File: config.mk
export PLATFORM = sky130hd
export DESIGN_NAME = serial2parallel_flat
export DESIGN_NICKNAME = d
export VERILOG_FILES = /design/src/rtl/ser_pkg.sv /design/src/rtl/serial2parallel_if.sv /design/src/rtl/serial2parallel.sv /design/src/flat_wrapper.sv
export SDC_FILE = /design/constraint.sdc
export NUM_CORES = 1
export LEC_CHECK = 0
export CAP_MARGIN = 20
export CORE_UTILIZATION = 50
export DETAILED_ROUTE_END_ITERATION = 7
export PLACE_DENSITY = 0.86
export RECOVER_POWER = 100
export SYNTH_ARGS = -nofsm -noshare
export SYNTH_HDL_FRONTEND = slang
export SYNTH_SLANG_ARGS = --single-unit
File: constraint.sdc
create_clock -name clk -period 2 [get_ports clk]
set_input_delay 0.4 -clock clk [delete_from_list [all_inputs] [get_ports clk]]
set_output_delay 0.4 -clock clk [all_outputs]
set_load 0.05 [all_outputs]
File: src/rtl/ser_pkg.sv
// Shared definitions for the start/data/end serial link (transmitter and receiver).
package ser_pkg;

    localparam int         SER_WIDTH   = 8;
    localparam logic [7:0] ERR_CNT_MAX = 8'd255;

    typedef enum logic {
        S_IDLE = 1'b0,
        S_RECV = 1'b1
    } ser_state_t;

endpackage

File: src/rtl/serial2parallel_if.sv
// Serial link plus reassembled-word bus; master drives the serial side, slave is the receiver.
interface serial2parallel_if #(
    parameter int WIDTH = ser_pkg::SER_WIDTH
);

    logic             serial_start;
    logic             serial_in;
    logic             serial_end;
    logic [WIDTH-1:0] parallel_out;
    logic             parallel_valid;
    logic             frame_err;
    logic [7:0]       err_count;

    modport master (
        output serial_start, serial_in, serial_end,
        input  parallel_out, parallel_valid, frame_err, err_count
    );

    modport slave (
        input  serial_start, serial_in, serial_end,
        output parallel_out, parallel_valid, frame_err, err_count
    );

endinterface

File: src/rtl/serial2parallel.sv
// Serial-to-parallel receiver: reassembles LSB-first framed words and flags framing errors.
// Optional saturating error counter enabled by defining SER2PAR_ERR_CNT_EN.
module serial2parallel
    import ser_pkg::*;
#(
    parameter int WIDTH = SER_WIDTH
) (
    input  logic              clk,
    input  logic              rst_n,
    serial2parallel_if.slave  bus
);

    localparam int            CW   = $clog2(WIDTH);
    localparam logic [CW-1:0] LAST = CW'(WIDTH - 1);

    ser_state_t       state, next_state;
    logic [CW-1:0]    cnt, next_cnt;
    logic [WIDTH-1:0] shift, next_shift;
    logic [WIDTH-1:0] word_q;
    logic             valid_q;
    logic             err_q;
    logic             load;
    logic             err;

    // A start pulse always restarts a frame unless end arrives with it, which is never legal.
    always_comb begin
        next_state = state;
        next_cnt   = cnt;
        next_shift = shift;
        load       = 1'b0;
        err        = 1'b0;

        if (bus.serial_start && bus.serial_end) begin
            err        = 1'b1;
            next_state = S_IDLE;
            next_cnt   = '0;
        end else if (bus.serial_start) begin
            err           = (state == S_RECV);
            next_shift[0] = bus.serial_in;
            next_cnt      = CW'(1);
            next_state    = S_RECV;
        end else if (state == S_IDLE) begin
            err = bus.serial_end;
        end else if (cnt == LAST) begin
            next_shift[cnt] = bus.serial_in;
            load            = bus.serial_end;
            err             = !bus.serial_end;
            next_state      = S_IDLE;
            next_cnt        = '0;
        end else if (bus.serial_end) begin
            err        = 1'b1;
            next_state = S_IDLE;
            next_cnt   = '0;
        end else begin
            next_shift[cnt] = bus.serial_in;
            next_cnt        = cnt + CW'(1);
        end
    end

    always_ff @(posedge clk or negedge rst_n) begin
        if (!rst_n) begin
            state <= S_IDLE;
            cnt   <= '0;
            shift <= '0;
        end else begin
            state <= next_state;
            cnt   <= next_cnt;
            shift <= next_shift;
        end
    end

    // Output word only moves on a clean frame, so it survives any number of errors.
    always_ff @(posedge clk or negedge rst_n) begin
        if (!rst_n) begin
            word_q  <= '0;
            valid_q <= 1'b0;
            err_q   <= 1'b0;
        end else begin
            valid_q <= load;
            err_q   <= err;
            if (load) begin
                word_q <= next_shift;
            end
        end
    end

    assign bus.parallel_out   = word_q;
    assign bus.parallel_valid = valid_q;
    assign bus.frame_err      = err_q;

`ifdef SER2PAR_ERR_CNT_EN
    logic [7:0] err_cnt_q;

    always_ff @(posedge clk or negedge rst_n) begin
        if (!rst_n) begin
            err_cnt_q <= 8'd0;
        end else if (err && (err_cnt_q != ERR_CNT_MAX)) begin
            err_cnt_q <= err_cnt_q + 8'd1;
        end
    end

    assign bus.err_count = err_cnt_q;
`else
    assign bus.err_count = 8'd0;
`endif

endmodule

File: src/flat_wrapper.sv
// flat-port wrapper written by rule: the top's interface ports become plain ports
module serial2parallel_flat import ser_pkg::*;
#(
    parameter int WIDTH = SER_WIDTH
)
  (clk, rst_n, bus_serial_start, bus_serial_in, bus_serial_end, bus_parallel_out, bus_parallel_valid, bus_frame_err, bus_err_count);
  serial2parallel_if #(.WIDTH(WIDTH)) bus_i ();
  input  logic clk;
  input  logic rst_n;
  input wire logic [$bits(bus_i.serial_start)-1:0] bus_serial_start;
  input wire logic [$bits(bus_i.serial_in)-1:0] bus_serial_in;
  input wire logic [$bits(bus_i.serial_end)-1:0] bus_serial_end;
  output wire logic [$bits(bus_i.parallel_out)-1:0] bus_parallel_out;
  output wire logic [$bits(bus_i.parallel_valid)-1:0] bus_parallel_valid;
  output wire logic [$bits(bus_i.frame_err)-1:0] bus_frame_err;
  output wire logic [$bits(bus_i.err_count)-1:0] bus_err_count;
  assign bus_i.serial_start = bus_serial_start;
  assign bus_i.serial_in = bus_serial_in;
  assign bus_i.serial_end = bus_serial_end;
  assign bus_parallel_out = bus_i.parallel_out;
  assign bus_parallel_valid = bus_i.parallel_valid;
  assign bus_frame_err = bus_i.frame_err;
  assign bus_err_count = bus_i.err_count;
  serial2parallel #(.WIDTH(WIDTH)) u_core (.clk(clk), .rst_n(rst_n), .bus(bus_i));
endmodule
### Yosys cells after proc, flatten, opt, wreduce, memory -nomap -nowiden

Index checks and enable logic that the tools add are counted.

| storage, ports and cells | value |
|---|---|
| bits in registers | 22 |
| input port bits | 5 |
| output and inout port bits | 18 |
| logic and storage cells | 42 |

| cells by class | value |
|---|---|
| add/sub/neg operators | 1 |
| $lt $le $gt $ge | 2 |
| equality and inequality tests | 1 |
| mux-type cells | 28 |
| reduce and logical (&&, ||, !) cells | 4 |

Operator list:

| operator | number |
|---|---|
| two-way mux 8 bit | 4 |
| two-way mux 1 bit | 16 |
| two-way mux 3 bit | 5 |
| bitwise mux 8 bit | 1 |
| two-way mux 7 bit | 1 |
| < comparator 3 x 4 -> 1 bit (second input constant) | 1 |
| adder 3 x 1 -> 3 bit (second input constant) | 1 |
| demux 1 bit (select 3 bit) | 1 |
| equality test 3 bit (second input constant) | 1 |
| greater-or-equal comparator 3 x 1 -> 1 bit (second input constant) | 1 |
| nonzero test 3 bit | 1 |
| logical AND 1 bit | 2 |
| zero test 1 bit | 1 |

### Longest topological paths before layout

Gate-level depths: netlist of run 1.

| depth | value |
|---|---|
| depth after elaboration | 10 |
| gate-level depth with buffers | 8 |
| gate-level depth less buffers | 6 |

### Least setup slack after synthesis of run 1

Ideal clock, no wire load.

| timing | value |
|---|---|
| kind | reg-to-reg |
| start | reg u_core.cnt[0] |
| end | reg u_core.word_q[3] (netlist: u_core.bus.parallel_out[3]) |
| arrival time | 1.700 ns |
| required time | 1.918 ns |
| slack | 0.218 ns |
| stages on the path, launching flop included | 7 |
| buffers on the path | 1 |
| period minus slack after synthesis | 1.782 ns |
| cells stage by stage | dfrtp_1 > ha_1 > ha_1 > nor2b_2 > buf_2 > or4_1 > a31oi_1 |

| on the way | value |
|---|---|
| longest elaborated chain between the ends | 10 |
| elaborated cells between the ends (all ways) | 16 |
| those cells by class | 2 x order compare; 1 x eq/ne; 12 x mux; 1 x reduce/logical |

RTL lines:

| what | RTL line | text |
|---|---|---|
| start, declared | serial2parallel.sv:17 | `logic [CW-1:0] cnt, next_cnt;` |
| start signal, assigned | serial2parallel.sv:67 | `cnt <= next_cnt;` |
| < comparator 3 x 4 -> 1 bit (not written as such) / greater-or-equal comparator 3 x 1 -> 1 bit (equally long branches) | serial2parallel.sv:45, serial2parallel.sv:55 |  |
| logical AND 1 bit (not written as such) | serial2parallel.sv:45, serial2parallel.sv:55 |  |
| two-way mux 1 bit (not written as such) | serial2parallel.sv:45, serial2parallel.sv:55 |  |
| demux 1 bit (select 3 bit) | n/a |  |
| bitwise mux 8 bit | serial2parallel.sv:45, serial2parallel.sv:55 |  |
| two-way mux 8 bit | serial2parallel.sv:50 | `end else if (bus.serial_end) begin` |
| two-way mux 8 bit | serial2parallel.sv:44 | `end else if (cnt == LAST) begin` |
| two-way mux 8 bit | serial2parallel.sv:42 | `end else if (state == S_IDLE) begin` |
| two-way mux 7 bit | serial2parallel.sv:37 | `end else if (bus.serial_start) begin` |
| two-way mux 8 bit | serial2parallel.sv:33 | `if (bus.serial_start && bus.serial_end) begin` |
| end signal, assigned | serial2parallel.sv:82 | `word_q <= next_shift;` |
| end, declared | serial2parallel.sv:19 | `logic [WIDTH-1:0] word_q;` |

Parallel ways exist; a longest one is shown, timed or not.
A chain may end at the register's enable or synchronous reset.

### Worst setup path after layout of run 1

| timing | value |
|---|---|
| start | reg u_core.valid_q (netlist: u_core.bus.parallel_valid) |
| end | out bus_parallel_valid |

RTL lines:

| what | RTL line | text |
|---|---|---|
| start, declared | serial2parallel.sv:20 | `logic valid_q;` |
| start signal, assigned | serial2parallel.sv:79 | `valid_q <= load;` |
| end, declared | flat_wrapper.sv:14 | `output wire logic [$bits(bus_i.parallel_valid)-1:0] bus_parallel_valid;` |

No word-level cell between the ends.

==> results of run 1 <==
==> per-stage QoR <==
| step | setup slack, ns | area [um^2] | hold WS, ns | utilization |
|---|---|---|---|---|
| global route | 0.0359 | 1330 | 0.548 | 0.600 |
| detailed placement | 0.0441 | 1300 | 0.481 | 0.587 |
| floorplan | 0.218 | 1200 | 0.104 | - |
| finish | 0.0985 | 1330 | 0.508 | 0.600 |
| CTS | 0.0998 | 1330 | 0.427 | 0.603 |
| global placement | 0.126 | 1300 | 0.472 | 0.587 |
==> power by group <==
| group | switching [mW] | internal (mW) |
|---|---|---|
| combinational | 0.0968 | 0.0446 |
| sequential | 0.0115 | 0.464 |
| clock | 0.130 | 0.111 |
| total | 0.238 | 0.620 |
==> sequential cells by signal (all words and copies together) (netlist names) <==
name	cells
u_core.bus.frame_err	1
u_core.bus.parallel_valid	1
u_core.state	1
u_core.cnt	3
u_core.bus.parallel_out	8
u_core.shift	8
==> cell families after synthesis <==
kind of cell | Yosys count | share of synthesized area
muxes | 1 | 0.00852
buffers and inverters | 19 | 0.121
and+or+nand+nor | 44 | 0.219
adders and majority gates | 4 | 0.0426
other | 1 | 0.00319
AOI/OAI and AO/OA | 23 | 0.136
DFF | 22 | 0.469
==> cell type report <==
cell class,instances,area [um^2],share of cell area
clock buffer,4,36.3,0.0273
inverter,5,18.8,0.0141
multi-input combinational,80,505,0.381
sequential,22,551,0.415
tap,28,35.0,0.0264
timing repair buffer,20,181,0.137
==> timing repair <==
item                       4_1_cts  5_1_grt
setup buffers                    0        0
resized for setup                0        1
hold buffers                     0        0
setup endpoints to repair        0        3
==> worst max-delay path by stage <==
stage                                                 startpoint                                     end  slack [ns]
final                        u_core.bus.parallel_valid$_DFF_PN0_                      bus_parallel_valid         0.1
after global routing         u_core.bus.parallel_valid$_DFF_PN0_                      bus_parallel_valid        0.04
after CTS                 u_core.bus.parallel_out[2]$_DFFE_PN0P_                     bus_parallel_out[2]         0.1
after detailed placement                          bus_serial_end  u_core.bus.parallel_out[4]$_DFFE_PN0P_        0.04
after global placement                            bus_serial_end  u_core.bus.parallel_out[6]$_DFFE_PN0P_        0.13
after floorplan                        u_core.cnt[0]$_DFFE_PN0P_  u_core.bus.parallel_out[3]$_DFFE_PN0P_        0.22
==> metal layers <==
metal	global-route usage	vias to the layer above
met5	0	-
met4	0.116	0
met3	0.0273	5
met2	0.313	26
met1	0.248	427
li1	-	426
==> tightest hold or removal path: stages (launching register included) <==
cell,delay (ns)
sky130_fd_sc_hd__dfrtp_1,0.35
sky130_fd_sc_hd__o31ai_1,0.08
sky130_fd_sc_hd__nand2_1,0.06
==> cells in the final DEF (no fill, tap or decap), types with 2 or more instances in the layout <==
master and instances:
sky130_fd_sc_hd__dfrtp_1 22, sky130_fd_sc_hd__clkdlybuf4s50_1 11, sky130_fd_sc_hd__nand2_1 9, sky130_fd_sc_hd__a31oi_1 9
sky130_fd_sc_hd__nor2_1 9, sky130_fd_sc_hd__conb_1 8, sky130_fd_sc_hd__or4_1 7, sky130_fd_sc_hd__o41ai_1 5
sky130_fd_sc_hd__nand2b_1 5, sky130_fd_sc_hd__inv_1 5, sky130_fd_sc_hd__buf_4 5, sky130_fd_sc_hd__ha_1 4
sky130_fd_sc_hd__nand3_1 3, sky130_fd_sc_hd__clkbuf_4 3, sky130_fd_sc_hd__dlygate4sd3_1 3, sky130_fd_sc_hd__nor2b_1 2
sky130_fd_sc_hd__o31ai_1 2, sky130_fd_sc_hd__a21oi_1 2, sky130_fd_sc_hd__o21ai_0 2
==> flow_summary.html, run 1 <==
<table>
<tr><th>Metric</th><th>Value</th></tr>
<tr><th colspan="2">Die</th></tr>
<tr><td>Die width</td><td>50.5 um</td></tr>
<tr><td>Core Rows</td><td>17</td></tr>
<tr><td>Io pins</td><td>23</td></tr>
<tr><td>DIE AREA</td><td>2550 um^2</td></tr>
<tr><td>Placeable core region</td><td>2210 um^2</td></tr>
<tr><td>DIE HEIGHT</td><td>50.5 um</td></tr>
<tr><td>Starting utilization of the core area</td><td>0.531</td></tr>
<tr><th colspan="2">Clock tree</th></tr>
<tr><td>Number of clock sinks seen by CTS</td><td>22</td></tr>
<tr><td>Maximum buffer depth of the clock tree</td><td>2</td></tr>
<tr><td>CTS H-tree depth</td><td>1</td></tr>
<tr><td>CTS Root Cell</td><td>sky130_fd_sc_hd__clkbuf_4</td></tr>
<tr><td>Number of buffers added by the clock tree synthesis step</td><td>3</td></tr>
<tr><td>CTS tree</td><td>built</td></tr>
<tr><td>Clock-pin transition on the worst setup and hold timing paths</td><td>0.11 ns</td></tr>
<tr><td>Source-to-sink clock delay at the later pin of the worst-skew pair</td><td>0.31 ns</td></tr>
<tr><th colspan="2">Min path</th></tr>
<tr><td>End point of the worst hold path</td><td>u_core.shift[4]$_DFF_PN0_</td></tr>
<tr><td>Hold Crit Class</td><td>reg -&gt; reg</td></tr>
<tr><td>Worst Hold Launch</td><td>u_core.shift[4]$_DFF_PN0_</td></tr>
<tr><td>Number of cells on the worst hold path</td><td>2</td></tr>
<tr><th colspan="2">Worst setup path</th></tr>
<tr><td>Worst path top cell family by delay</td><td>buffers and inverters</td></tr>
<tr><td>Buffers plus inverters on the worst setup path</td><td>1</td></tr>
<tr><td>Endpoint of the worst register-to-register path</td><td>u_core.bus.parallel_out[6]$_DFFE_PN0P_</td></tr>
<tr><td>Endpoint type of the worst setup path</td><td>primary output</td></tr>
<tr><td>Stages on the worst setup path</td><td>1</td></tr>
<tr><td>Largest fanout on the critical path</td><td>1</td></tr>
<tr><td>List of cells traversed by the critical path</td><td>dlygate4sd3_1</td></tr>
<tr><td>Startpoint type of the worst setup path</td><td>flop</td></tr>
<tr><td>Worst path slowest cell</td><td>sky130_fd_sc_hd__dlygate4sd3_1</td></tr>
<tr><td>Number of cells on the worst reg-to-reg path</td><td>5</td></tr>
<tr><td>Start-to-end type of the worst setup path</td><td>reg -&gt; out</td></tr>
<tr><td>Data arrival time of the critical path</td><td>1.50 ns</td></tr>
<tr><td>Critical register-to-register path startpoint</td><td>u_core.cnt[0]$_DFFE_PN0P_</td></tr>
<tr><td>Register-to-Register Setup Slack</td><td>0.23 ns</td></tr>
<tr><td>Required time at the endpoint of the critical path</td><td>1.60 ns</td></tr>
<tr><td>Crit path largest cell delay</td><td>0.86 ns</td></tr>
<tr><th colspan="2">Power and ir drop</th></tr>
<tr><td>Overall power of the completed layout</td><td>0.859 mW</td></tr>
<tr><td>Maximum vdd ir drop</td><td>462 uV</td></tr>
<tr><td>PD cells</td><td>647 nW/um^2</td></tr>
<tr><td>Leakage power</td><td>0.632 nW</td></tr>
<tr><th colspan="2">STA</th></tr>
<tr><td>Number of endpoints with negative hold slack in the final report</td><td>0</td></tr>
<tr><td>Maximum clock skew at final layout</td><td>0.00189 ns</td></tr>
<tr><td>Clock period minus worst slack</td><td>1.90 ns</td></tr>
<tr><td>Tcrit/Tclk final</td><td>0.951</td></tr>
<tr><td>RSZ-0062 raised after global routing</td><td>no</td></tr>
<tr><td>Normalized max-slew margin</td><td>0.269</td></tr>
<tr><td>Upper clock frequency limit</td><td>526 MHz</td></tr>
<tr><td>Finish-stage setup viols</td><td>0</td></tr>
<tr><td>Actual slew at the worst max-slew pin</td><td>1.10 ns</td></tr>
<tr><td>TNS Setup</td><td>0 ns</td></tr>
<tr><td>Final Slew Violations</td><td>0</td></tr>
<tr><th colspan="2">Logic synthesis</th></tr>
<tr><td>Most used standard cells in the synthesized netlist</td><td>sky130_fd_sc_hd__dfrtp_1, sky130_fd_sc_hd__a31oi_1, sky130_fd_sc_hd__nand2_1, sky130_fd_sc_hd__nor2_1, sky130_fd_sc_hd__buf_4</td></tr>
<tr><td>Area of the mapped netlist</td><td>1170 um^2</td></tr>
<tr><td>Area contributors post-synth</td><td>sky130_fd_sc_hd__dfrtp_1, sky130_fd_sc_hd__buf_4, sky130_fd_sc_hd__a31oi_1, sky130_fd_sc_hd__ha_1, sky130_fd_sc_hd__buf_6</td></tr>
<tr><td>Synth unique cells</td><td>33</td></tr>
<tr><td>Main synth FF type</td><td>sky130_fd_sc_hd__dfrtp_1</td></tr>
<tr><td>Mean area per synthesized cell</td><td>10.3 um^2</td></tr>
<tr><td>Syn. warnings</td><td>0</td></tr>
<tr><td>Flop and latch count out of synthesis</td><td>22</td></tr>
<tr><td>Cell type with the highest aggregate area in the netlist</td><td>sky130_fd_sc_hd__dfrtp_1</td></tr>
<tr><td>Portion of the post-synthesis area used by sequential elements</td><td>0.469</td></tr>
<tr><td>Gate count after technology mapping</td><td>114</td></tr>
<tr><td>Library cell with the highest instance count after synthesis</td><td>sky130_fd_sc_hd__dfrtp_1</td></tr>
<tr><td>Fraction of synthesis flops using an asynchronous set or reset pin</td><td>1.00</td></tr>
<tr><td>Yosys top cell area share</td><td>0.469</td></tr>
<tr><td>EDFF count, synth</td><td>0</td></tr>
<tr><th colspan="2">Routing</th></tr>
<tr><td>Via-to-Cell Ratio</td><td>5.56</td></tr>
<tr><td>Remaining design rule violation count</td><td>0</td></tr>
<tr><td>DR iter-0 viols</td><td>25</td></tr>
<tr><td>Total detailed-routing wirelength</td><td>2040 um</td></tr>
<tr><td>Length of routed wiring on met1</td><td>904 um</td></tr>
<tr><td>Detailed route wirelength on metal2</td><td>1010 um</td></tr>
<tr><td>Remaining number of nets flagged by the antenna check after routing</td><td>0</td></tr>
<tr><td>Routed wire length on met3</td><td>71 um</td></tr>
<tr><td>Via Count</td><td>884</td></tr>
<tr><td>Post-detailed-route wirelength per cell</td><td>12.8 um</td></tr>
<tr><td>First-pass iteration count of the detailed router</td><td>4</td></tr>
<tr><td>Highest Signal Layer</td><td>met4</td></tr>
<tr><th colspan="2">Finish</th></tr>
<tr><td>Ratio of cells with drive above 1 in the final layout</td><td>0.107</td></tr>
<tr><td>Number of inserted diodes</td><td>0</td></tr>
<tr><td>Number of fillers in the final layout</td><td>202</td></tr>
<tr><td>Layout Nets</td><td>141</td></tr>
<tr><td>Filler-free cell count of the finished design</td><td>159</td></tr>
<tr><td>Area Growth Syn to Fin</td><td>13.0%</td></tr>
<tr><th colspan="2">Run</th></tr>
<tr><td>MaxCap Viol Count</td><td>0</td></tr>
<tr><th colspan="2">GRT</th></tr>
<tr><td>First-pass GRT wire length</td><td>3620 um</td></tr>
<tr><td>Initial antenna violation count</td><td>0</td></tr>
<tr><td>Vias in the first global route</td><td>836</td></tr>
<tr><td>Total congestion overflow</td><td>0</td></tr>
<tr><td>Maximum number of pins on one net before global-route repair</td><td>23</td></tr>
<tr><td>Overall fraction of global-route tracks in use</td><td>0.195</td></tr>
<tr><th colspan="2">Placed design</th></tr>
<tr><td>Port buffer count</td><td>14</td></tr>
<tr><td>HPWL after detailed placement</td><td>1520 um</td></tr>
<tr><td>Global placement routability congestion</td><td>0.788</td></tr>
<tr><td>Placed cells</td><td>155</td></tr>
<tr><th colspan="2">Status</th></tr>
<tr><td>Outcome</td><td>finished, final reports clean</td></tr>
</table>
(Power assumes the default switching activity.)
==> run 2, diff against run 1 <==
CORE_UTILIZATION = 45   (was 50)
GPL_TIMING_DRIVEN = 0   (was unset)
PLACE_DENSITY = 0.82   (was 0.86)
clock period = 1.71 ns   (was 2 ns; I/O delays follow)
==> flow_summary.html, run 2 (synthesis results as in run 1) <==
<table>
<tr><th>Metric</th><th>Value</th></tr>
<tr><th colspan="2">Status</th></tr>
<tr><td>Outcome</td><td>finished with violations</td></tr>
<tr><td>Failing checks</td><td>negative setup slack</td></tr>
<tr><th colspan="2">Clock tree</th></tr>
<tr><td>Number of clock sinks seen by CTS</td><td>22</td></tr>
<tr><td>CTS H-tree depth</td><td>1</td></tr>
<tr><td>Source-to-sink clock delay at the later pin of the worst-skew pair</td><td>0.31 ns</td></tr>
<tr><td>CTS tree</td><td>built</td></tr>
<tr><td>Clock-pin transition on the worst setup and hold timing paths</td><td>0.12 ns</td></tr>
<tr><td>Maximum buffer depth of the clock tree</td><td>2</td></tr>
<tr><td>CTS Root Cell</td><td>sky130_fd_sc_hd__clkbuf_4</td></tr>
<tr><td>Number of buffers added by the clock tree synthesis step</td><td>3</td></tr>
<tr><th colspan="2">Placed design</th></tr>
<tr><td>Placed cells</td><td>165</td></tr>
<tr><td>HPWL after detailed placement</td><td>1610 um</td></tr>
<tr><td>Instance area at placement</td><td>1410 um^2</td></tr>
<tr><td>Port buffer count</td><td>14</td></tr>
<tr><td>Global placement routability congestion</td><td>0.809</td></tr>
<tr><th colspan="2">STA</th></tr>
<tr><td>RSZ-0062 raised after global routing</td><td>yes</td></tr>
<tr><td>Finish-stage setup viols</td><td>2</td></tr>
<tr><td>Maximum clock skew at final layout</td><td>0.00392 ns</td></tr>
<tr><td>Number of endpoints with negative hold slack in the final report</td><td>0</td></tr>
<tr><td>Normalized max-slew margin</td><td>0.362</td></tr>
<tr><td>Tcrit/Tclk final</td><td>1.02</td></tr>
<tr><td>Smallest hold slack</td><td>0.362 ns</td></tr>
<tr><td>Upper clock frequency limit</td><td>575 MHz</td></tr>
<tr><td>Clock period minus worst slack</td><td>1.74 ns</td></tr>
<tr><td>Final Slew Violations</td><td>0</td></tr>
<tr><td>Worst Setup Slack, final</td><td>-0.0290 ns</td></tr>
<tr><td>Actual slew at the worst max-slew pin</td><td>0.954 ns</td></tr>
<tr><th colspan="2">Routing</th></tr>
<tr><td>Remaining design rule violation count</td><td>0</td></tr>
<tr><td>Via-to-Cell Ratio</td><td>5.40</td></tr>
<tr><td>Total detailed-routing wirelength</td><td>2520 um</td></tr>
<tr><td>Via Count</td><td>928</td></tr>
<tr><td>Post-detailed-route wirelength per cell</td><td>14.6 um</td></tr>
<tr><td>First-pass iteration count of the detailed router</td><td>6</td></tr>
<tr><td>Remaining number of nets flagged by the antenna check after routing</td><td>0</td></tr>
<tr><td>DR iter-0 viols</td><td>10</td></tr>
<tr><th colspan="2">Finish</th></tr>
<tr><td>Final design utilization</td><td>0.625</td></tr>
<tr><td>Commonest non-fill, non-tap cells in the layout</td><td>sky130_fd_sc_hd__dfrtp_1, sky130_fd_sc_hd__buf_4, sky130_fd_sc_hd__dlygate4sd2_1</td></tr>
<tr><td>Ratio of cells with drive above 1 in the final layout</td><td>0.282</td></tr>
<tr><td>Most common library cell in the layout ignoring fill and taps</td><td>sky130_fd_sc_hd__dfrtp_1</td></tr>
<tr><td>Layout Nets</td><td>152</td></tr>
<tr><td>Number of fillers in the final layout</td><td>214</td></tr>
<tr><td>Post-route cell area</td><td>1550 um^2</td></tr>
<tr><td>Number of inserted diodes</td><td>0</td></tr>
<tr><td>Filler-free cell count of the finished design</td><td>172</td></tr>
<tr><td>Area Growth Syn to Fin</td><td>31.7%</td></tr>
<tr><th colspan="2">Worst setup path</th></tr>
<tr><td>Critical register-to-register path startpoint</td><td>u_core.cnt[1]$_DFFE_PN0P_</td></tr>
<tr><td>Required time at the endpoint of the critical path</td><td>1.95 ns</td></tr>
<tr><td>Number of cells on the worst reg-to-reg path</td><td>4</td></tr>
<tr><td>Start-to-end type of the worst setup path</td><td>in -&gt; reg</td></tr>
<tr><td>Data arrival time of the critical path</td><td>1.98 ns</td></tr>
<tr><td>Endpoint type of the worst setup path</td><td>flop</td></tr>
<tr><td>Register-to-Register Setup Slack</td><td>-0.03 ns</td></tr>
<tr><td>Worst path slowest cell</td><td>sky130_fd_sc_hd__clkdlybuf4s50_1</td></tr>
<tr><td>Startpoint type of the worst setup path</td><td>primary input</td></tr>
<tr><td>List of cells traversed by the critical path</td><td>clkdlybuf4s50_1 &gt; nor2b_4 &gt; buf_6 &gt; or4_4 &gt; a31oi_4</td></tr>
<tr><td>Crit path largest cell delay</td><td>0.55 ns</td></tr>
<tr><td>Largest fanout on the critical path</td><td>10</td></tr>
<tr><td>CP Launch Point</td><td>bus_serial_end</td></tr>
<tr><th colspan="2">Die</th></tr>
<tr><td>Starting utilization of the core area</td><td>0.474</td></tr>
<tr><td>DIE AREA</td><td>2820 um^2</td></tr>
<tr><td>Die width</td><td>53.1 um</td></tr>
<tr><td>Core Rows</td><td>18</td></tr>
<tr><td>Io pins</td><td>23</td></tr>
<tr><td>Placeable core region</td><td>2480 um^2</td></tr>
<tr><td>DIE HEIGHT</td><td>53.1 um</td></tr>
<tr><th colspan="2">Power and ir drop</th></tr>
<tr><td>PD cells</td><td>675 nW/um^2</td></tr>
<tr><td>Leakage power</td><td>0.762 nW</td></tr>
<tr><td>Maximum vdd ir drop</td><td>410 uV</td></tr>
<tr><th colspan="2">Min path</th></tr>
<tr><td>Worst Hold Launch</td><td>bus_serial_start</td></tr>
<tr><td>Hold Crit Class</td><td>in -&gt; reg</td></tr>
<tr><td>Number of cells on the worst hold path</td><td>2</td></tr>
<tr><th colspan="2">GRT</th></tr>
<tr><td>Maximum number of pins on one net before global-route repair</td><td>23</td></tr>
<tr><td>Total congestion overflow</td><td>0</td></tr>
<tr><td>Initial antenna violation count</td><td>0</td></tr>
<tr><td>Vias in the first global route</td><td>826</td></tr>
<tr><td>First-pass GRT wire length</td><td>3690 um</td></tr>
<tr><td>Overall fraction of global-route tracks in use</td><td>0.186</td></tr>
<tr><th colspan="2">Run</th></tr>
<tr><td>MaxCap Viol Count</td><td>0</td></tr>
</table>
==> run 2: cell types whose count changed in the layout (fill, tap and decap cells not counted), sizes merged <==
cell           previous run  this run
buf                       5        17
dlygate4sd2               0        10
clkdlybuf4s50            11         3
dlygate4sd3               3         0
clkbuf                    5         4
dlymetal6s2s              0         1
==> run 2: repair_timing <==
item,in CTS,in global routing
endpoints found under the hold margin,0,0
pin swaps,0,1
endpoints found under the setup margin,23,7
setup buffers,2,1
resized for setup,12,15
hold buffers,0,0
==> run 2: final cells by class <==
class | instances | area (um^2) | area share
Multi-Input combinational cell | 80 | 618 | 0.399
Sequential cell | 22 | 553 | 0.357
Timing Repair Buffer | 17 | 153 | 0.0986
Buffer | 14 | 131 | 0.0849
Tap cell | 30 | 37.5 | 0.0243
Clock buffer | 4 | 36.3 | 0.0234
Inverter | 5 | 18.8 | 0.0121
==> run 2: path summary, 6_finish.rpt <==
check / end
min reg2reg: u_core.shift[1]$_DFF_PN0_
max reg2reg: u_core.bus.parallel_out[4]$_DFFE_PN0P_
max: u_core.bus.parallel_out[6]$_DFFE_PN0P_
min in group asynchronous: u_core.bus.parallel_out[1]$_DFFE_PN0P_
max in group asynchronous: u_core.cnt[0]$_DFFE_PN0P_
min: u_core.cnt[1]$_DFFE_PN0P_
==> run 2: power by group <==
group	total, mW	switching [mW]	internal [mW]
sequential	0.555	0.0108	0.544
clock	0.290	0.160	0.130
combinational	0.201	0.128	0.0729
==> run 2: layer usage <==
metal | part of all wire | global-route usage | vias to the layer above
li1 | - | - | 449
met1 | 0.44 | 0.210 | 451
met2 | 0.50 | 0.321 | 20
met3 | 0.033 | 0.0316 | 8
met4 | 0.034 | 0.118 | 0
met5 | 0 | 0 | -
==> run 2: metrics by stage <==
stage	total power, mW	setup slack [ns]	setup TNS [ns]
after floorplan	0.702	0.0118	0
after global placement	0.746	-0.291	-2.60
after detailed placement	0.751	-0.321	-3.04
after CTS	1.05	-0.00713	-0.00713
after global routing	1.10	-0.0447	-0.127
final	1.05	-0.0290	-0.0553
==> run 2: critical path: cells and delay by family <==
family,cells,cell delay [ns]
AND/OR/NAND/NOR,2,0.75
AO/OA/AOI/OAI,1,0.19
buffers and inverters,2,0.69
==> run 3, diff against run 2 <==
CTS_CLUSTER_SIZE = 16   (was unset)
==> results of run 3 <==
No change in the layout: final DEF, timing and power equal those of run 2.
==> variant 1, RTL diff (config.mk and constraints of run 1) <==
Add a define of `SER2PAR_ERR_CNT_EN`.
--- a/src/rtl/serial2parallel.sv
+++ b/src/rtl/serial2parallel.sv
@@ -1,4 +1,6 @@
 // Serial-to-parallel receiver: reassembles LSB-first framed words and flags framing errors.
 // Optional saturating error counter enabled by defining SER2PAR_ERR_CNT_EN.
+`define SER2PAR_ERR_CNT_EN
+
 module serial2parallel
     import ser_pkg::*;
Check against the original RTL: not equivalent (a bounded check fails within 4 cycles, from zero or initial values and one cycle with rst_n low).
==> variant 1 against run 1 <==
- critical endpoint is now u_core.bus.parallel_out[6]
- worst setup slack worse by 0.034 ns
- final area up 41%
- first-iteration DRC count fell by 12%
- highest routed layer unchanged
- hold slack worse by 0.0064 ns
- wire length grew 45%
- sequential cell count rose by 8
- largest cell class unchanged
- via count is 20% higher
- synthesized cell count increased by 5.3%
- final cell count grew 19%
- synthesized area rose by 21%
- die area up 20%
Power is not compared: it rests on default switching activity, and its combinational part moved more than twofold at a synthesized area within 25%.
==> variant 1: results (changes against run 1) <==
INFO  sta            period_share=96.8% [+1.7 points]
INFO  global_routing grt_max_degree=31 [+35%]
INFO  run_status     status=completed
INFO  synth          synth-seq-area-share=52.9% [+6.0 points]
INFO  synth          synth_cell_types=30 [-9.1%]
INFO  clock_network  h-tree-depth=2 [+1]
INFO  routing        detail_route.iter0.violations=22 [-12%]
INFO  hold_path      min_path_cells=1 [-1]
INFO  hold_path      timing.hold.worst.start=u_core.shift[7]
INFO  global_routing grt_use_met2=34.3% [+2.9 points]
INFO  routing        dr_total_vias=1062 [+20%]
INFO  worst_setup_path r2r_slack=0.06ns [-0.17 ns]
INFO  routing        drc=0 [unchanged]
INFO  placed_design  placed_cell_area=1740um2 [+34%]
INFO  routing        post_drt_wl_per_cell=15.6um [+22%]
INFO  placed_design  placed_cells=181 [+17%]
INFO  synth          synth.area.top_cells=sky130_fd_sc_hd__dfrtp_1, sky130_fd_sc_hd__mux2_2, sky130_fd_sc_hd__ha_1, sky130_fd_sc_hd__mux2_4, sky130_fd_sc_hd__xor2_1
INFO  sta            finalHoldWorstSlack=0.502ns [-0.00644 ns]
INFO  global_routing gr-usage-all-layers=21.1% [+1.6 points]
INFO  global_routing use_met3=9.13% [+6.4 points]
INFO  cells_and_area post_layout_nonfiller_instances=189 [+19%]
INFO  worst_setup_path rr_worst_depth=6 [+1]
INFO  hold_path      hold_end=u_core.shift[7]
INFO  clock_network  postCtsSetupBuffers=0 [unchanged]
INFO  worst_setup_path startpoint=u_core.cnt[0]
INFO  clock_network  insertion_delay=0.33ns [+0.02 ns]
INFO  global_routing grtUsageMet1=23.9% [-0.88 points]
INFO  worst_setup_path crit_path_top_delay_cell=sky130_fd_sc_hd__mux2_2
INFO  routing        met2_wirelength=1.44mm [+43%]
INFO  synth          number_of_instances_in_the_synthesized_netlist=120 [+5.3%]
INFO  placed_design  place_ws=-0.188ns [-0.232 ns]
INFO  clock_network  cts_hold_buf=0 [unchanged]
INFO  routing        met3_length=170um [+140%]
INFO  worst_setup_path worst_path_max_fanout=6 [+5]
INFO  cells_and_area final_layout_size_suffix_gt1_share=30.8% [+20 points]
INFO  global_routing grt_pass1_wl=4.81mm [+33%]
INFO  clock_network  cts_buffers=5 [+2]
INFO  worst_setup_path crit_path_end=u_core.bus.parallel_out[6]
INFO  sta            final.setup_skew=0.00526ns [+0.00337 ns]
INFO  sta            slew_headroom=51.8% [+25 points]
INFO  placed_design  place.port_buffers=22 [+8]
INFO  synth          most_frequent_cells_after_synthesis=sky130_fd_sc_hd__dfrtp_1, sky130_fd_sc_hd__mux2_2, sky130_fd_sc_hd__nor2_1
## variant 1: cell count changes in the layout (fill, tap and decap cells not counted), moves of 4 or more
cell | before | now
sky130_fd_sc_hd__o41ai_1 | 5 | 0
sky130_fd_sc_hd__or4_1 | 7 | 0
sky130_fd_sc_hd__a31oi_1 | 9 | 4
sky130_fd_sc_hd__mux2_4 | 0 | 4
sky130_fd_sc_hd__xor2_1 | 0 | 4
sky130_fd_sc_hd__dlygate4sd2_1 | 0 | 4
sky130_fd_sc_hd__dfrtp_1 | 22 | 30
sky130_fd_sc_hd__mux2_2 | 0 | 13
sky130_fd_sc_hd__nor3_1 | 1 | 5
sky130_fd_sc_hd__conb_1 | 8 | 0
sky130_fd_sc_hd__buf_4 | 5 | 10
## variant 1: critical path, delay by kind of cell (launching register included)
kind | cells | cell delay (ns)
and+or+nand+nor | 2 | 0.46
DFF | 1 | 0.37
muxes | 2 | 0.64
adders and majority gates | 2 | 0.36
## variant 1: power by group
part / switching [uW] / internal (uW)
registers: 118 / 705
clock network: 221 / 169
logic: 454 / 239
total: 792 / 1110
## variant 1: kinds of logic after synthesis
| kind of cell | synth area share [%] |
|---|---|
| AOI/OAI and AO/OA | 5.90 |
| xor gates and xnor gates | 2.47 |
| DFF | 52.9 |
| muxes | 14.5 |
| adders and majority gates | 4.41 |
| and+or+nand+nor | 17.4 |
| buffers and inverters | 2.38 |
## variant 1: cell type report
class	count	area [um2]
fillers	187	718
well taps	30	37.5
inverters	7	26.3
flip-flops and latches	30	751
clock buffers	6	51.3
multi-input cells	82	701
clock inverters	2	12.5
repair buffers	32	293
## variant 1: what timing repair did
action	CTS	global route
endpoints found under the hold margin	0	0
setup endpoints to repair	7	13
resized for setup	7	10
==> variant 2, RTL diff (config.mk and constraints of run 1) <==
Made on the original files. Take the reset off `shift` and load it in a clocked block of its own.
--- a/src/rtl/serial2parallel.sv
+++ b/src/rtl/serial2parallel.sv
@@ -62,10 +62,12 @@
             state <= S_IDLE;
             cnt   <= '0;
-            shift <= '0;
         end else begin
             state <= next_state;
             cnt   <= next_cnt;
-            shift <= next_shift;
         end
+    end
+
+    always_ff @(posedge clk) begin
+        shift <= next_shift;
     end
 
Behaviour: no difference found for any inputs over 10 cycles, from zero or initial values and one cycle with rst_n low; that may be too few to reach the edited logic, so the function may still have changed.
==> variant 2 against run 1 <==
- wire length shrank 2.6%
- worst setup slack got worse by 0.015 ns
- critical path type unchanged
- synthesized area down 3.4%
- sequential cell count unchanged
- clock skew about the same
- critical endpoint is now bus_frame_err
- hold slack got worse by 0.034 ns
- final area down 2.9%
- total power down 0.66%
- highest routed layer unchanged
- largest power group unchanged
==> variant 2: results (changes against run 1) <==
INFO  cells_and_area final_layout_size_suffix_gt1_share=10.7% [unchanged]
INFO  synth          synth-seq-area-share=45.0% [-1.9 points]
INFO  synth          synth_largest_area_cell=sky130_fd_sc_hd__dfrtp_1
INFO  global_routing grt_max_degree=18 [-22%]
INFO  sta            slew_headroom=58.2% [+31 points]
INFO  global_routing gr-usage-all-layers=18.4% [-1.1 points]
INFO  cells_and_area post_layout_nonfiller_instances=158 [-0.63%]
INFO  power          vdd.ir_drop.worst=0.350mV [-24%]
INFO  cells_and_area antennaDiodeCount=0 [unchanged]
INFO  worst_setup_path critical_path.max_stage_delay=0.87ns
INFO  clock_network  postCtsSetupBuffers=0 [unchanged]
INFO  synth          yosys-mux-area-fraction=0.882% [+0.030 points]
INFO  routing        post_drt_wl_per_cell=12.6um [-2.0%]
INFO  clock_network  clockRootBuffer=sky130_fd_sc_hd__clkbuf_4
INFO  worst_setup_path worst_ep_arrival_time=1.52ns [+0.02 ns]
INFO  synth          synth-compound-area-share=14.1% [+0.48 points]
INFO  global_routing number_of_global_route_vias_before_repair=814 [-2.6%]
INFO  worst_setup_path worst_path_max_fanout=1 [unchanged]
INFO  synth          synth_cell_types=34 [+3.0%]
INFO  worst_setup_path path_delay_family=buffers and inverters
INFO  synth          synth_async_sr_flop_share=63.6% [-36 points]
INFO  hold_path      timing.hold.worst.class=reg2reg
INFO  sta            final.setup_skew=0.00236ns [+0.000470 ns]
INFO  routing        detail_route.iter0.violations=12 [-52%]
INFO  global_routing grt_antenna_before_repair=0 [unchanged]
INFO  clock_network  h-tree-depth=1 [unchanged]
INFO  clock_network  cts_buffers=3 [unchanged]
INFO  cells_and_area fillcell_total=188 [-6.9%]
INFO  placed_design  placed_cells=154 [-0.65%]
INFO  synth          synth_adder_area_share=4.41% [+0.15 points]
INFO  floorplanning  fp-row-count=16 [-1]
INFO  global_routing grt_pass1_wl=3.47mm [-4.0%]
INFO  worst_setup_path crit_path_top_delay_cell=sky130_fd_sc_hd__dlygate4sd3_1
INFO  placed_design  routabilityCongestion=0.807 [+2.3%]
INFO  run_status     status=completed
INFO  placed_design  placed_cell_area=1260um2 [-3.2%]
INFO  placed_design  place_hpwl=1.44mm [-5.0%]
INFO  synth          synth.area.top_cells=sky130_fd_sc_hd__dfrtp_1, sky130_fd_sc_hd__dfxtp_1, sky130_fd_sc_hd__buf_4, sky130_fd_sc_hd__a31oi_1, sky130_fd_sc_hd__ha_1
INFO  power          leakagePower=0.000595uW [-5.9%]
INFO  synth          yosys.area_share.xor_xnor=0% [unchanged]
INFO  routing        route.detailed.vias_per_inst=5.33 [-4.1%]
INFO  synth          most_frequent_cells_after_synthesis=sky130_fd_sc_hd__dfrtp_1, sky130_fd_sc_hd__a31oi_1, sky130_fd_sc_hd__nand2_1, sky130_fd_sc_hd__nor2_1
-- variant 2: report_power, final --
part | switching [uW] | total, uW | leakage, uW | internal [uW]
logic | 93.5 | 138 | 0.000319 | 44.1
clock network | 131 | 242 | 0.0000210 | 111
registers | 10.6 | 473 | 0.000255 | 463
total | 235 | 853 | 0.000595 | 618
-- variant 2: layer usage --
metal	GRT usage, %	part of all wire, %	vias to the layer above
li1	-	-	426
met1	23.5	48	384
met2	30.2	46	27
met3	2.47	3.6	5
met4	9.05	2.0	0
met5	0	0	-
-- variant 2: cell type report --
class | instances | area, um2 | share of cell area, %
inverter | 5 | 18.8 | 1.46
multi-input combinational | 80 | 504 | 39.1
tap | 27 | 33.8 | 2.62
timing repair buffer | 20 | 185 | 14.4
sequential | 22 | 510 | 39.6
clock buffer | 4 | 36.3 | 2.82
-- variant 2: cells by family (layout without fill, tap and decap cells) --
kind of cell / count (synthesis) / count (layout)
flops: 22 / 22
fa+ha+maj: 4 / 4
mux: 1 / 1
simple gates: 44 / 44
compound gates: 23 / 23
other cells: 1 / 8
buf+inv: 19 / 29
-- variant 2: worst paths after layout --
kind | endpoint | slack, ns | cells past startpoint | start
hold reg to reg | u_core.shift[4] | 0.47 | 2 | u_core.shift[4]
setup / recovery | bus_frame_err | 0.08 | 1 | u_core.bus.frame_err
setup reg to reg | u_core.bus.parallel_out[5] | 0.22 | 5 | u_core.cnt[0]
min in group asynchronous | u_core.cnt[1] | 0.54 | 1 | rst_n
max in group asynchronous | u_core.bus.parallel_valid | 1.07 | 1 | rst_n
hold / removal | u_core.shift[4] | 0.47 | 2 | u_core.shift[4]
-- variant 2: through the flow --
| stage | util [%] | setup WS [ns] |
|---|---|---|
| after global placement | 61.5 | 0.172 |
| after detailed placement | 61.5 | 0.130 |
| after global routing | 63.1 | 0.0427 |
| after floorplan | - | 0.218 |
| final | 63.1 | 0.0838 |
| after CTS | 63.3 | 0.103 |
-- variant 2: worst min-delay path: stages, from the launching register on --
cell                      delay [ns]
sky130_fd_sc_hd__dfxtp_1        0.32
sky130_fd_sc_hd__o31ai_1        0.07
sky130_fd_sc_hd__nand2_1        0.05
